**src/rtl/xm_mem_pkg.sv**
```systemverilog
// Shared definitions for the memory-interface stage.
//   state_t        : transaction FSM states (IDLE, REQ, RESP)
//   BE_WORD/LO/HI  : byte-enable patterns, bit [1] is the high lane
//   RD_ABORT_FILL  : bit replicated across rdData when a read times out
package xm_mem_pkg;

  typedef enum logic [1:0] {
    IDLE = 2'd0,
    REQ  = 2'd1,
    RESP = 2'd2
  } state_t;

  localparam logic [1:0] BE_WORD = 2'b11;
  localparam logic [1:0] BE_LO   = 2'b01;
  localparam logic [1:0] BE_HI   = 2'b10;

  localparam logic RD_ABORT_FILL = 1'b1;

endpackage

```
**src/rtl/xm_mem_if_if.sv**
```systemverilog
// External memory bus bundle.
//   busReq   : request, held for the whole wait phase
//   busWe    : write enable
//   busAdr   : word-aligned address
//   busBe    : byte enables, [1] = high lane
//   busWData : write data
//   busAck   : acknowledge, read data valid in the same cycle
//   busRData : read data
// master = the CPU-side stage, slave = the memory.
interface xm_mem_if_if #(
  parameter int WORD = 16
);

  logic            busReq;
  logic            busWe;
  logic [WORD-1:0] busAdr;
  logic [1:0]      busBe;
  logic [WORD-1:0] busWData;
  logic            busAck;
  logic [WORD-1:0] busRData;

  modport master (
    output busReq, busWe, busAdr, busBe, busWData,
    input  busAck, busRData
  );

  modport slave (
    input  busReq, busWe, busAdr, busBe, busWData,
    output busAck, busRData
  );

endinterface

```
**src/rtl/xm_mem_lane.sv**
```systemverilog
// Combinational byte-lane steering.
//   byteOp : 1 = byte access, 0 = word access
//   adrLsb : byte address bit 0, selects the lane for byte accesses
//   wrData : captured write data
//   rData  : raw bus read data
//   be     : bus byte enables
//   wData  : bus write data (low byte replicated on both lanes for byte writes)
//   rdSel  : read data as seen by the CPU (selected byte zero-extended)
module xm_mem_lane
  import xm_mem_pkg::*;
#(
  parameter int WORD = 16
) (
  input  logic            byteOp,
  input  logic            adrLsb,
  input  logic [WORD-1:0] wrData,
  input  logic [WORD-1:0] rData,
  output logic [1:0]      be,
  output logic [WORD-1:0] wData,
  output logic [WORD-1:0] rdSel
);

  always_comb begin
    be    = BE_WORD;
    wData = wrData;
    rdSel = rData;
    if (byteOp) begin
      be    = adrLsb ? BE_HI : BE_LO;
      // Replicating the byte lets the memory pick it up on whichever lane is enabled.
      wData = WORD'({wrData[7:0], wrData[7:0]});
      rdSel = adrLsb ? WORD'(rData[15:8]) : WORD'(rData[7:0]);
    end
  end

endmodule

```
**src/rtl/xm_mem_if.sv**
```systemverilog
// Memory-interface stage between the CPU datapath and the external bus.
// Takes one word/byte request, runs a req/ack bus transaction with a wait
// timeout, and returns a one-cycle read-data strobe to the control plane.
//   clk_i, arst_i (async, active-low)
//   memEn_i, memRW_i (1=read), byteOp_i, adr_i, wrData_i : CPU request
//   memBusy_o : transaction outstanding (includes the request cycle)
//   memWr_o   : one-cycle read-data-valid strobe
//   rdData_o  : registered read data, held until the next read completion
//   memErr_o  : one-cycle timeout pulse, coincident with memWr_o on reads
//   bus       : external memory bus (master side)
module xm_mem_if
  import xm_mem_pkg::*;
#(
  parameter int WORD    = 16,
  parameter int TIMEOUT = 15
) (
  input  logic            clk_i,
  input  logic            arst_i,
  input  logic            memEn_i,
  input  logic            memRW_i,
  input  logic            byteOp_i,
  input  logic [WORD-1:0] adr_i,
  input  logic [WORD-1:0] wrData_i,
  output logic            memBusy_o,
  output logic            memWr_o,
  output logic [WORD-1:0] rdData_o,
  output logic            memErr_o,
  xm_mem_if_if.master     bus
);

  localparam int CW = $clog2(TIMEOUT + 1);
  localparam logic [CW-1:0] CNT_LAST = CW'(TIMEOUT);

  state_t          state, stateNxt;
  logic            rdOp, byteOp, aborted;
  logic [WORD-1:0] adrReg, wdReg, rdReg;
  logic [CW-1:0]   waitCnt;
  logic            waitDone;

  logic [1:0]      laneBe;
  logic [WORD-1:0] laneWData, laneRData;

  logic            reqC, weC, memWrC, memErrC;
  logic [WORD-1:0] adrC, wDataC;
  logic [1:0]      beC;

  assign waitDone = (waitCnt == CNT_LAST);

  xm_mem_lane #(.WORD(WORD)) uLane (
    .byteOp (byteOp),
    .adrLsb (adrReg[0]),
    .wrData (wdReg),
    .rData  (bus.busRData),
    .be     (laneBe),
    .wData  (laneWData),
    .rdSel  (laneRData)
  );

  // State register
  always_ff @(posedge clk_i or negedge arst_i) begin
    if (!arst_i) state <= IDLE;
    else         state <= stateNxt;
  end

  // Next-state logic; an ack in the last wait cycle beats the timeout
  always_comb begin
    stateNxt = state;
    unique case (state)
      IDLE:    if (memEn_i) stateNxt = REQ;
      REQ:     if (bus.busAck || waitDone) stateNxt = RESP;
      RESP:    stateNxt = IDLE;
      default: stateNxt = IDLE;
    endcase
  end

  // Request capture, wait counter and read-data register
  always_ff @(posedge clk_i or negedge arst_i) begin
    if (!arst_i) begin
      rdOp    <= 1'b0;
      byteOp  <= 1'b0;
      aborted <= 1'b0;
      adrReg  <= '0;
      wdReg   <= '0;
      rdReg   <= '0;
      waitCnt <= '0;
    end else begin
      unique case (state)
        IDLE: begin
          if (memEn_i) begin
            rdOp    <= memRW_i;
            byteOp  <= byteOp_i;
            adrReg  <= adr_i;
            wdReg   <= wrData_i;
            waitCnt <= '0;
            aborted <= 1'b0;
          end
        end
        REQ: begin
          if (bus.busAck) begin
            if (rdOp) rdReg <= laneRData;
          end else if (waitDone) begin
            aborted <= 1'b1;
            if (rdOp) rdReg <= {WORD{RD_ABORT_FILL}};
          end else begin
            waitCnt <= waitCnt + 1'b1;
          end
        end
        default: ;
      endcase
    end
  end

  // Outputs decoded from state; bus lines are zero outside REQ
  always_comb begin
    reqC    = 1'b0;
    weC     = 1'b0;
    adrC    = '0;
    beC     = '0;
    wDataC  = '0;
    memWrC  = 1'b0;
    memErrC = 1'b0;
    unique case (state)
      REQ: begin
        reqC   = 1'b1;
        weC    = ~rdOp;
        adrC   = {adrReg[WORD-1:1], 1'b0};
        beC    = laneBe;
        wDataC = laneWData;
      end
      RESP: begin
        memWrC  = rdOp;
        memErrC = aborted;
      end
      default: ;
    endcase
  end

  assign bus.busReq   = reqC;
  assign bus.busWe    = weC;
  assign bus.busAdr   = adrC;
  assign bus.busBe    = beC;
  assign bus.busWData = wDataC;

  assign memWr_o   = memWrC;
  assign memErr_o  = memErrC;
  assign rdData_o  = rdReg;
  // Busy already in the accept cycle so the datapath stalls immediately.
  assign memBusy_o = (state != IDLE) | memEn_i;

endmodule

```
**src/flat_wrapper.sv**
```systemverilog
// flat-port wrapper written by rule: the top's interface ports become plain ports
module xm_mem_if_flat import xm_mem_pkg::*;
#(
  parameter int WORD    = 16,
  parameter int TIMEOUT = 15
)
  (clk_i, arst_i, memEn_i, memRW_i, byteOp_i, adr_i, wrData_i, memBusy_o, memWr_o, rdData_o, memErr_o, bus_busReq, bus_busWe, bus_busAdr, bus_busBe, bus_busWData, bus_busAck, bus_busRData);
  xm_mem_if_if #(.WORD(WORD)) bus_i ();
  input  logic clk_i;
  input  logic arst_i;
  input  logic memEn_i;
  input  logic memRW_i;
  input  logic byteOp_i;
  input  logic [WORD-1:0] adr_i;
  input  logic [WORD-1:0] wrData_i;
  output logic memBusy_o;
  output logic memWr_o;
  output logic [WORD-1:0] rdData_o;
  output logic memErr_o;
  output wire logic [$bits(bus_i.busReq)-1:0] bus_busReq;
  output wire logic [$bits(bus_i.busWe)-1:0] bus_busWe;
  output wire logic [$bits(bus_i.busAdr)-1:0] bus_busAdr;
  output wire logic [$bits(bus_i.busBe)-1:0] bus_busBe;
  output wire logic [$bits(bus_i.busWData)-1:0] bus_busWData;
  input wire logic [$bits(bus_i.busAck)-1:0] bus_busAck;
  input wire logic [$bits(bus_i.busRData)-1:0] bus_busRData;
  assign bus_busReq = bus_i.busReq;
  assign bus_busWe = bus_i.busWe;
  assign bus_busAdr = bus_i.busAdr;
  assign bus_busBe = bus_i.busBe;
  assign bus_busWData = bus_i.busWData;
  assign bus_i.busAck = bus_busAck;
  assign bus_i.busRData = bus_busRData;
  xm_mem_if #(.WORD(WORD), .TIMEOUT(TIMEOUT)) u_core (.clk_i(clk_i), .arst_i(arst_i), .memEn_i(memEn_i), .memRW_i(memRW_i), .byteOp_i(byteOp_i), .adr_i(adr_i), .wrData_i(wrData_i), .memBusy_o(memBusy_o), .memWr_o(memWr_o), .rdData_o(rdData_o), .memErr_o(memErr_o), .bus(bus_i));
endmodule
```
**config.mk**
```make
export PLATFORM = sky130hd
export DESIGN_NAME = xm_mem_if_flat
export DESIGN_NICKNAME = d
export VERILOG_FILES = /design/src/rtl/xm_mem_pkg.sv /design/src/rtl/xm_mem_if_if.sv /design/src/rtl/xm_mem_lane.sv /design/src/rtl/xm_mem_if.sv /design/src/flat_wrapper.sv
export SDC_FILE = /design/constraint.sdc
export NUM_CORES = 1
export LEC_CHECK = 0
export BUFFER_PORTS_ARGS = -buffer_cell sky130_fd_sc_hd__buf_4
export CAP_MARGIN = 10
export CORE_ASPECT_RATIO = 0.9
export CORE_MARGIN = 2
export CORE_UTILIZATION = 49
export DETAILED_ROUTE_END_ITERATION = 10
export PLACE_DENSITY_LB_ADDON = 0.25
export SLEW_MARGIN = 20
export SYNTH_ARGS = -nofsm -noshare
export SYNTH_HDL_FRONTEND = slang
export SYNTH_SLANG_ARGS = --single-unit
```
**constraint.sdc**
```tcl
create_clock -name clk_i -period 2.1 [get_ports clk_i]
set_clock_uncertainty 0.05 [all_clocks]
set_input_delay 0.105 -clock clk_i [delete_from_list [all_inputs] [get_ports clk_i]]
set_output_delay 0.105 -clock clk_i [all_outputs]
set_load 0.05 [all_outputs]
```
-- Yosys cells after proc, flatten, opt, wreduce, memory -nomap -nowiden
Cells that the tools add are included.
- flip-flop bits (word level): 57
- latch bits: 0
- bits in writable memories: 0
- bits in read-only memories: 0
- input bits: 54
- output and inout bits: 55
- logic and storage cells: 56
- memories kept: 0
- add/subtract/negate cells: 1
- multiply operators: 0
- divide/modulo/power cells: 0
- order comparisons: 0
- equality and inequality tests: 8
- shift operators: 0
- muxes and demuxes: 27
- bitwise gates (word level): 2
- reductions and logical operators: 10
- operator list (cell ; number):
    16-bit 2-to-1 mux ; 8
    4-bit 2-to-1 mux ; 3
    2-bit 2-to-1 mux ; 5
    8-bit 2-to-1 mux ; 1
    4-bit case mux with 2 select lines ; 1
    4-bit AND reduction ; 2
    1-bit 2-to-1 mux ; 7
    2-bit inequality test (second input constant) ; 3
    2-bit nonzero test ; 3
    4-bit by 1-bit adder with 4-bit output (second input constant) ; 1
    4-bit equality test (second input constant) ; 1
    2-bit by 1-bit inequality test with 1-bit output (second input constant) ; 2
    2-bit case mux with 2 select lines ; 1
    2-bit AND reduction ; 2
    3-bit AND reduction ; 1
    2-bit by 1-bit equality test with 1-bit output (second input constant) ; 1
    2-bit equality test (second input constant) ; 1
    2-bit logical NOT ; 1
    1-bit case mux with 2 select lines ; 1
    1-bit logical OR ; 1
    1-bit inverter ; 1
    1-bit OR ; 1

-- Depth between registers and ports, before layout
Gate-level depths: netlist (run 1).
- depth after elaboration: 4
- mapped depth: 7
- mapped depth without buffers: 4

-- Hierarchy
Synthesis (run 1) repeated with hierarchy kept, for this count alone.
- cells, all modules: 290
- area total of the unflattened synthesis: 2874.0 µm²
- by module, submodules not included (module ; times used ; cells each ; area each (µm²)):
    xm_mem_if ; 1 ; 254 ; 2501.1
    xm_mem_lane ; 1 ; 36 ; 372.9

-- Worst setup path before layout (run 1)
OpenSTA, ideal clock, no wires.
- path type: register to output
- start point: register u_core.state[1]
- end point: output bus_busWData[0]
- data arrival time: 1855 ps
- data required time: 1945 ps
- slack: 90 ps
- stages on the path, launching flop included: 6
- cell sequence: dfrtp_1 -> nand2b_1 -> buf_4 -> inv_2 -> clkbuf_1 -> and2_1
- cells in the longest elaborated chain, start to end: 2
- RTL lines (what ; RTL line ; text):
    start, declared ; xm_mem_if.sv:34 ; state_t state, stateNxt;
    start signal, assigned ; xm_mem_if.sv:62 ; else state <= stateNxt;
    2-bit by 1-bit equality test with 1-bit output ; xm_mem_if.sv:122 ; unique case (state)
    16-bit 2-to-1 mux ; xm_mem_if.sv:122 ;
    end, declared ; flat_wrapper.sv:24 ; output wire logic [$bits(bus_i.busWData)-1:0] bus_busWData;
No other way between the ends.

-- Worst setup path after layout (run 1)
- start point: register u_core.state[1]
- end point: output bus_busAdr[13]
- cells in the longest elaborated chain, start to end: 2
- RTL lines (what ; RTL line ; text):
    2-bit by 1-bit equality test with 1-bit output ; xm_mem_if.sv:122 ;
    16-bit 2-to-1 mux ; xm_mem_if.sv:122 ;
    end, declared ; flat_wrapper.sv:22 ; output wire logic [$bits(bus_i.busAdr)-1:0] bus_busAdr;
No other way between the ends.

==> results of run 1 <==
per-stage QoR:
stage          worst slack [ns]  cells  instance area, µm²
6_report                 0.1410    514                4300
4_1_cts                 0.02471    514                4295
2_1_floorplan           0.09040    289                2773
5_1_grt                 0.03952    514                4300
3_5_place_dp             0.2082    453                3635
3_3_place_gp             0.2995    453                3635
power groups by stage:
stage	registers, µW	logic [µW]	clock network, µW
final	1890	3240	1060
after global placement	1870	3100	0
after CTS	1880	3230	1090
after floorplan	2350	1740	0
after global routing	1950	3430	1150
after detailed placement	1890	3150	0
layout by cell type (no fill, tap or decap), drive strengths merged:
master,instances
a2111oi,2
a211o,2
a21boi,1
a21o,2
a21oi,7
a2bb2oi,16
a31oi,1
and2,23
and3,4
and3b,1
buf,115
bufinv,1
clkbuf,14
clkinv,2
conb,1
dfrtp,57
dlygate4sd3,45
ha,1
inv,4
mux2i,16
nand2,101
nand2b,9
nand3,1
nand3b,1
nor2,10
nor3b,3
o21ai,2
o221a,2
or3,1
or3b,2
state kept, by name (all words and copies together) (netlist names):
name / cells
u_core.wdReg: 16
u_core.aborted: 1
u_core.waitCnt: 4
u_core.rdData_o: 16
u_core.adrReg: 16
u_core.state: 2
u_core.byteOp: 1
u_core.rdOp: 1
how the worst min path moves through the flow:
stage | start | depth (start not counted) | endpoint
after CTS | bus_busRData[13] | 3 | u_core.rdData_o[5]$_DFFE_PN0P_
after global placement | arst_i | 1 | u_core.adrReg[4]$_DFFE_PN0P_
after floorplan | arst_i | 0 | u_core.aborted$_DFFE_PN0P_
after global routing | bus_busRData[13] | 3 | u_core.rdData_o[13]$_DFFE_PN0P_
after detailed placement | arst_i | 1 | u_core.adrReg[4]$_DFFE_PN0P_
final | bus_busRData[13] | 3 | u_core.rdData_o[5]$_DFFE_PN0P_
timing repair:
| item | in CTS | in global routing |
|---|---|---|
| pin swaps | 0 | 0 |
| setup buffers | 0 | 0 |
| setup endpoints to repair | 13 | 13 |
| gates cloned | 0 | 0 |
| hold buffers | 45 | 0 |
| resized for setup | 1 | 2 |
| endpoints found under the hold margin | 101 | 0 |
cells in the mapped netlist:
cell type  number
a2111oi_0       2
a211o_1         2
a21boi_0        1
a21o_1          2
a21oi_1         7
a2bb2oi_1       6
a2bb2oi_2      10
a31oi_1         1
and2_1         23
and3_1          4
and3b_1         1
buf_1           2
buf_2           4
buf_4           3
buf_6           1
clkbuf_1        8
conb_1          1
dfrtp_1        57
ha_1            1
inv_1           4
inv_2           1
mux2i_1        16
nand2_1       101
nand2b_1        9
nand3_1         1
nand3b_1        1
nor2_1         10
nor3b_1         1
nor3b_2         1
nor3b_4         1
o21ai_0         2
o221a_2         2
or3_1           1
or3b_1          1
or3b_2          1
layout make-up:
class                           count  area, µm²  area share [%]
Sequential cell                    57       1426           33.17
Clock inverter                      2      35.03          0.8147
Multi-Input combinational cell    209       1245           28.95
Clock buffer                       14      172.7           4.015
Timing Repair Buffer              160       1314           30.55
Tap cell                           67      83.83           1.949
Inverter                            5      23.77          0.5528
kinds of logic after synthesis:
kind of cell    Yosys count
compound gates           35
fa+ha+maj                 1
buf+inv                  23
flops                    57
mux                      16
other cells               1
simple gates            156
critical path, delay by kind of cell, from the launching register on:
family / cells / cell delay, ns
buffers and inverters: 3 / 0.57
flip-flops: 1 / 0.44
AND/OR/NAND/NOR: 2 / 0.45
metal layers:
metal | GRT usage, % | routed length [µm] | up-vias
met5 | 0 | 0 | -
met4 | 7.468 | 103 | 0
met1 | 28.59 | 3141 | 1232
met3 | 8.992 | 429 | 13
met2 | 46.86 | 3962 | 84
li1 | - | - | 1256
==> qor.yml, run 1 <==
clocking:
  cts_buffers: 9
  cts.clk_slew.worst_paths_ns: 0.07
  cts.sinks: 57
  htree_num_levels: 3
  clockRootBuffer: "clkbuf_8"
  clock_path_buffers: 2
  clkLatencyLatePin_ns: 0.33
  cts_tree: "built"
setup_path:
  end_kind: "primary output"
  reg2regPathDepth: 4
  worstSetupStartpointType: "flip-flop"
  slowest_delay_ns: 0.44
  critPathMostFrequentCell: "buf_4"
  worstSetupPathType: "reg -> out"
  r2r_start: "u_core.waitCnt[0]$_DFFE_PN0P_"
  arrival_ns: 1.80
  crit_end: "bus_busAdr[13]"
  startpoint: "u_core.state[1]$_DFFE_PN0P_"
  critPathMaxFanout: 20
  r2r-end: "u_core.rdData_o[4]$_DFFE_PN0P_"
  r2r_slack_ns: 0.20
  cp.required_ns: 1.95
  crit_path_cell_trace: "nand2b_2 > clkinv_4 > buf_4 > and2_1 > buf_4"
  critPathSlowestCell: "dfrtp_1"
floorplanning:
  start_util_pct: 51.84
  chipWidth_um: 83.29
  die_y_um: 75.36
  io_pins: 109
  core-area_mm2: 0.005349
  die-area_mm2: 0.006277
  rows: 25
global_route:
  track_usage_pct: 25.43
  antenna_found_initial: 0
  overflow: 0
  grt_pass1_vias: 2608
  grt_pass1_wl_mm: 12.25
  grt_max_degree: 58
logic_synthesis:
  synth-xor-area-share_pct: 0
  ys.warnings.count: 0
  yosys_register_bits: 57
  synthCells: 289
  synth-seq-area-share_pct: 51.44
  yosys.area_share.simple_pct: 26.17
  syn_nets: 344
  synth_mux_area_share_pct: 5.776
  synth_top_family_by_area: "simple AND/OR/NAND/NOR gates"
  synth.top_cell.area_share_pct: 51.44
  synth_fa_ha_area_share_pct: 0.4513
  ys_types: 35
  synth_compound_area_share_pct: 12.05
  synth.avg_cell_area_um2: 9.594
  synth_top_area_cell: "dfrtp_1"
  synthTopCellsByArea: "dfrtp_1 51%, nand2_1 14%, mux2i_1 5.8%"
  synth_area_mm2: 0.002773
pwr:
  p_int_uw: 3360
  vdd_drop_max_v: 0.0009043
  p_leak_uw: 0.002265
  power.share.clock_pct: 17.2
  pwr-share-seq_pct: 30.5
  p_sw_share_pct: 45.79
  power_density_mw_per_mm2: 1441
  switching_power_uw: 2837
  power_frac_comb_pct: 52.3
  power.total_uw: 6197
route:
  drc: 0
  avgRoutedWirePerCell_um: 14.86
  dr.pass1.iters: 4
  drtIter0Drc: 107
  routed_via_density: 5.029
  vias: 2585
  antenna_left: 0
  wirelength_mm: 7.637
sta:
  drv_slew: 0
  holdWs_ns: 0.007501
  fin_crit_sh_pct: 93.28
  setup_viol: 0
  tightest_slew_ns: 0.8477
  period_minus_slack_ns: 1.959
  fmax_mhz: 510.5
  finalSetupTns_ns: 0
  rsz0062_at_grt: "false"
  hold_violations: 0
  max-slew-margin-rel_pct: 43.43
flow_run:
  timing.max_cap.violations: 0
worst_hold_path:
  hold_path_class: "in -> reg"
layout:
  fill_cells: 325
  drive_above_1_share_pct: 32.66
  fin_util_pct: 80.40
  fin_nets: 497
  diodes: 0
  syn2layout_area_growth_pct: 55.10
place:
  dp_hpwl_mm: 4.677
  gp_congestion: 0.7892
  portBuffers: 107
outcome:
  status: "complete, no violations"
No activity file was read; power rests on OpenSTA's default activity.
==> run 2, diff against run 1 <==
Settings changed: CELL_PAD_IN_SITES_DETAIL_PLACEMENT set to 1, CELL_PAD_IN_SITES_GLOBAL_PLACEMENT set to 2, CORE_ASPECT_RATIO 0.9 to 0.8, CORE_UTILIZATION 49 to 28.
==> run 2 against run 1 <==
  * Final area increased by 3.4%
  * First-iteration DRC count is 29% lower
  * Flip-flop and latch count is the same
  * Critical path type unchanged
  * Non-clock buffer count down 4
  * Core utilization down 34 points
  * Critical endpoint is now bus_busAdr[12]
  * Critical path depth unchanged
  * Highest routed layer unchanged
  * Largest cell class unchanged
  * Combinational power is essentially flat
  * Largest power group unchanged
==> qor.yml, run 2 (same netlist as run 1, synthesis figures left out) <==
outcome:
  status: "complete, no violations"
route:
  wirelength_mm: 8.393  # +9.9%
  drc: 0  # unchanged
  drtIter0Drc: 76  # -29%
  dr.pass1.iters: 4  # unchanged
  vias: 2558  # -1.0%
  routed_via_density: 4.426  # -12%
  antenna_left: 0  # unchanged
  avgRoutedWirePerCell_um: 14.52  # -2.3%
sta:
  drv_slew: 0  # unchanged
  setup_viol: 0  # unchanged
  period_minus_slack_ns: 1.946  # -0.01288 ns
  hold_violations: 0  # unchanged
  fin_crit_sh_pct: 92.67  # -0.61 points
  fmax_mhz: 513.9  # +0.66%
  max-slew-margin-rel_pct: 40.26  # -3.2 points
  rsz0062_at_grt: "false"
  finalSetupTns_ns: 0  # unchanged
  tightest_slew_ns: 0.8952  # +0.04754 ns
layout:
  fill_cells: 1084  # +230%
  multi_input_area_mm2: 0.001242  # -0.20%
  syn2layout_area_growth_pct: 60.38
  layout_commonest_cell: "buf_4"
  layout_common_cells: "116 x buf_4, 101 x nand2_1, 57 x dfrtp_1"
  ff_latch_area_mm2: 0.001426  # unchanged
  drive_above_1_share_pct: 33.26  # +0.60 points
  diodes: 0  # unchanged
  fin_nets: 493  # -0.80%
  fin_cells: 578  # +12%
pwr:
  p_leak_uw: 0.002300  # +1.6%
  switching_power_uw: 2912  # +2.6%
  power.share.clock_pct: 23.0  # +5.8 points
  p_int_uw: 3754  # +12%
  power_frac_comb_pct: 48.7  # -3.6 points
  p_sw_share_pct: 43.69  # -2.1 points
  vdd_drop_max_v: 0.0006652  # -26%
  power_density_mw_per_mm2: 1499  # +4.0%
  pwr-share-seq_pct: 28.3  # -2.2 points
global_route:
  grt_max_degree: 58  # unchanged
  overflow: 0  # unchanged
  antenna_found_initial: 0  # unchanged
  track_usage_pct: 16.43  # -9.0 points
  grt_pass1_vias: 2640  # +1.2%
  grt_pass1_wl_mm: 13.52  # +10%
floorplanning:
  die_y_um: 93.01  # +23%
  core-area_mm2: 0.009649  # +80%
  chipWidth_um: 115.3  # +38%
  die-area_mm2: 0.01072  # +71%
  io_pins: 109  # unchanged
  rows: 32  # +28%
  start_util_pct: 28.73  # -23 points
clocking:
  clock_path_buffers: 2  # unchanged
  cts_buffers: 9  # unchanged
  clockRootBuffer: "clkbuf_16"
  cts.clk_slew.worst_paths_ns: 0.05  # -0.02 ns
  clkLatencyLatePin_ns: 0.32  # about the same
  htree_num_levels: 3  # unchanged
  postCtsSetupRepairBufs: 0  # unchanged
  cts_tree: "built"
  cts.sinks: 57  # unchanged
setup_path:
  worstSetupStartpointType: "flip-flop"
  cp.required_ns: 1.95  # about the same
  arrival_ns: 1.79  # about the same
  end_kind: "primary output"
  slowest_delay_ns: 0.44  # about the same
  critPathSlowestCell: "dfrtp_1"
  worstSetupPathType: "reg -> out"
  critPathMaxFanout: 16  # -20%
  critPathMostFrequentCell: "buf_4"
  crit_path_cell_trace: "nand2b_1 > inv_4 > buf_4 > and2_1 > buf_4"
worst_hold_path:
  hold_path_class: "in -> reg"
place:
  dp.cells: 523  # +15%
  portBuffers: 107  # unchanged
  dp_hpwl_mm: 5.594  # +20%
  gp_congestion: 0.6990  # -11%
flow_run:
  timing.max_cap.violations: 0  # unchanged
run 2: cell types whose count changed in the layout (fill, tap and decap cells not counted):
cell,delta
nand2b_2,-1
dlygate4sd3_1,-5
inv_4,+1
clkbuf_8,-8
clkbuf_1,-2
nand2b_1,+1
clkbuf_16,+9
clkinv_4,-1
buf_4,+1
run 2: stage by stage:
step           hold WS, ns  setup WS (ns)  util, %  total power (µW)  instance area (µm²)
3_3_place_gp        0.1858         0.2282    38.64              5070                 3729
2_1_floorplan      -0.2406        0.09040        -              4091                 2773
6_report           0.01369         0.1539    46.08              6666                 4447
5_1_grt         0.00004299        0.02140    46.08              7052                 4447
4_1_cts           0.004523        0.06068    46.06              6755                 4444
3_5_place_dp        0.1835         0.1252    38.64              5119                 3729
run 2: worst max-delay path, delay by kind of cell, from the launching register on:
| family | cells | cell delay (ns) |
|---|---|---|
| flops | 1 | 0.44 |
| simple gates | 2 | 0.42 |
| buf+inv | 3 | 0.60 |
run 2: repair_timing:
action / CTS / global route
hold buffers: 40 / 0
endpoints found under the hold margin: 96 / 0
setup endpoints to repair: 0 / 9
gates resized for setup: 0 / 1
run 2: path summary, 6_finish.rpt:
check                      slack [ns]  cells past startpoint                         endpoint                           from
max in group asynchronous        1.14                      2   u_core.rdData_o[0]$_DFFE_PN0P_                         arst_i
min reg2reg                      0.41                      2     u_core.adrReg[3]$_DFFE_PN0P_   u_core.adrReg[3]$_DFFE_PN0P_
max reg2reg                      0.18                      4   u_core.rdData_o[4]$_DFFE_PN0P_  u_core.waitCnt[0]$_DFFE_PN0P_
min in group asynchronous        0.34                      2     u_core.adrReg[4]$_DFFE_PN0P_                         arst_i
max                              0.15                      5                   bus_busAdr[12]    u_core.state[1]$_DFFE_PN0P_
min                              0.01                      3  u_core.rdData_o[13]$_DFFE_PN0P_               bus_busRData[13]
run 2: cell type report:
cell class / count / area share (%)
inverter: 5 / 0.4783
timing repair buffer: 156 / 28.59
clock inverter: 2 / 0.7878
clock buffer: 13 / 6.303
multi-input combinational: 209 / 27.94
tap: 136 / 3.827
sequential: 57 / 32.08
run 2: layer usage:
layer	wire length (µm)	vias to the layer above	part of all wire [%]	track usage (%)
met1	3938	1232	47	21.84
met3	422	10	5.0	4.925
met4	95	0	1.1	4.819
li1	-	1244	-	-
met5	0	-	0	0
met2	3936	72	47	25.88
run 2: power groups by stage:
stage / combinational, µW / sequential [µW] / clock, µW
3_5_place_dp: 3220 / 1900 / 0
3_3_place_gp: 3180 / 1890 / 0
4_1_cts: 3290 / 1890 / 1580
6_report: 3250 / 1880 / 1530
5_1_grt: 3470 / 1950 / 1620
2_1_floorplan: 1740 / 2350 / 0
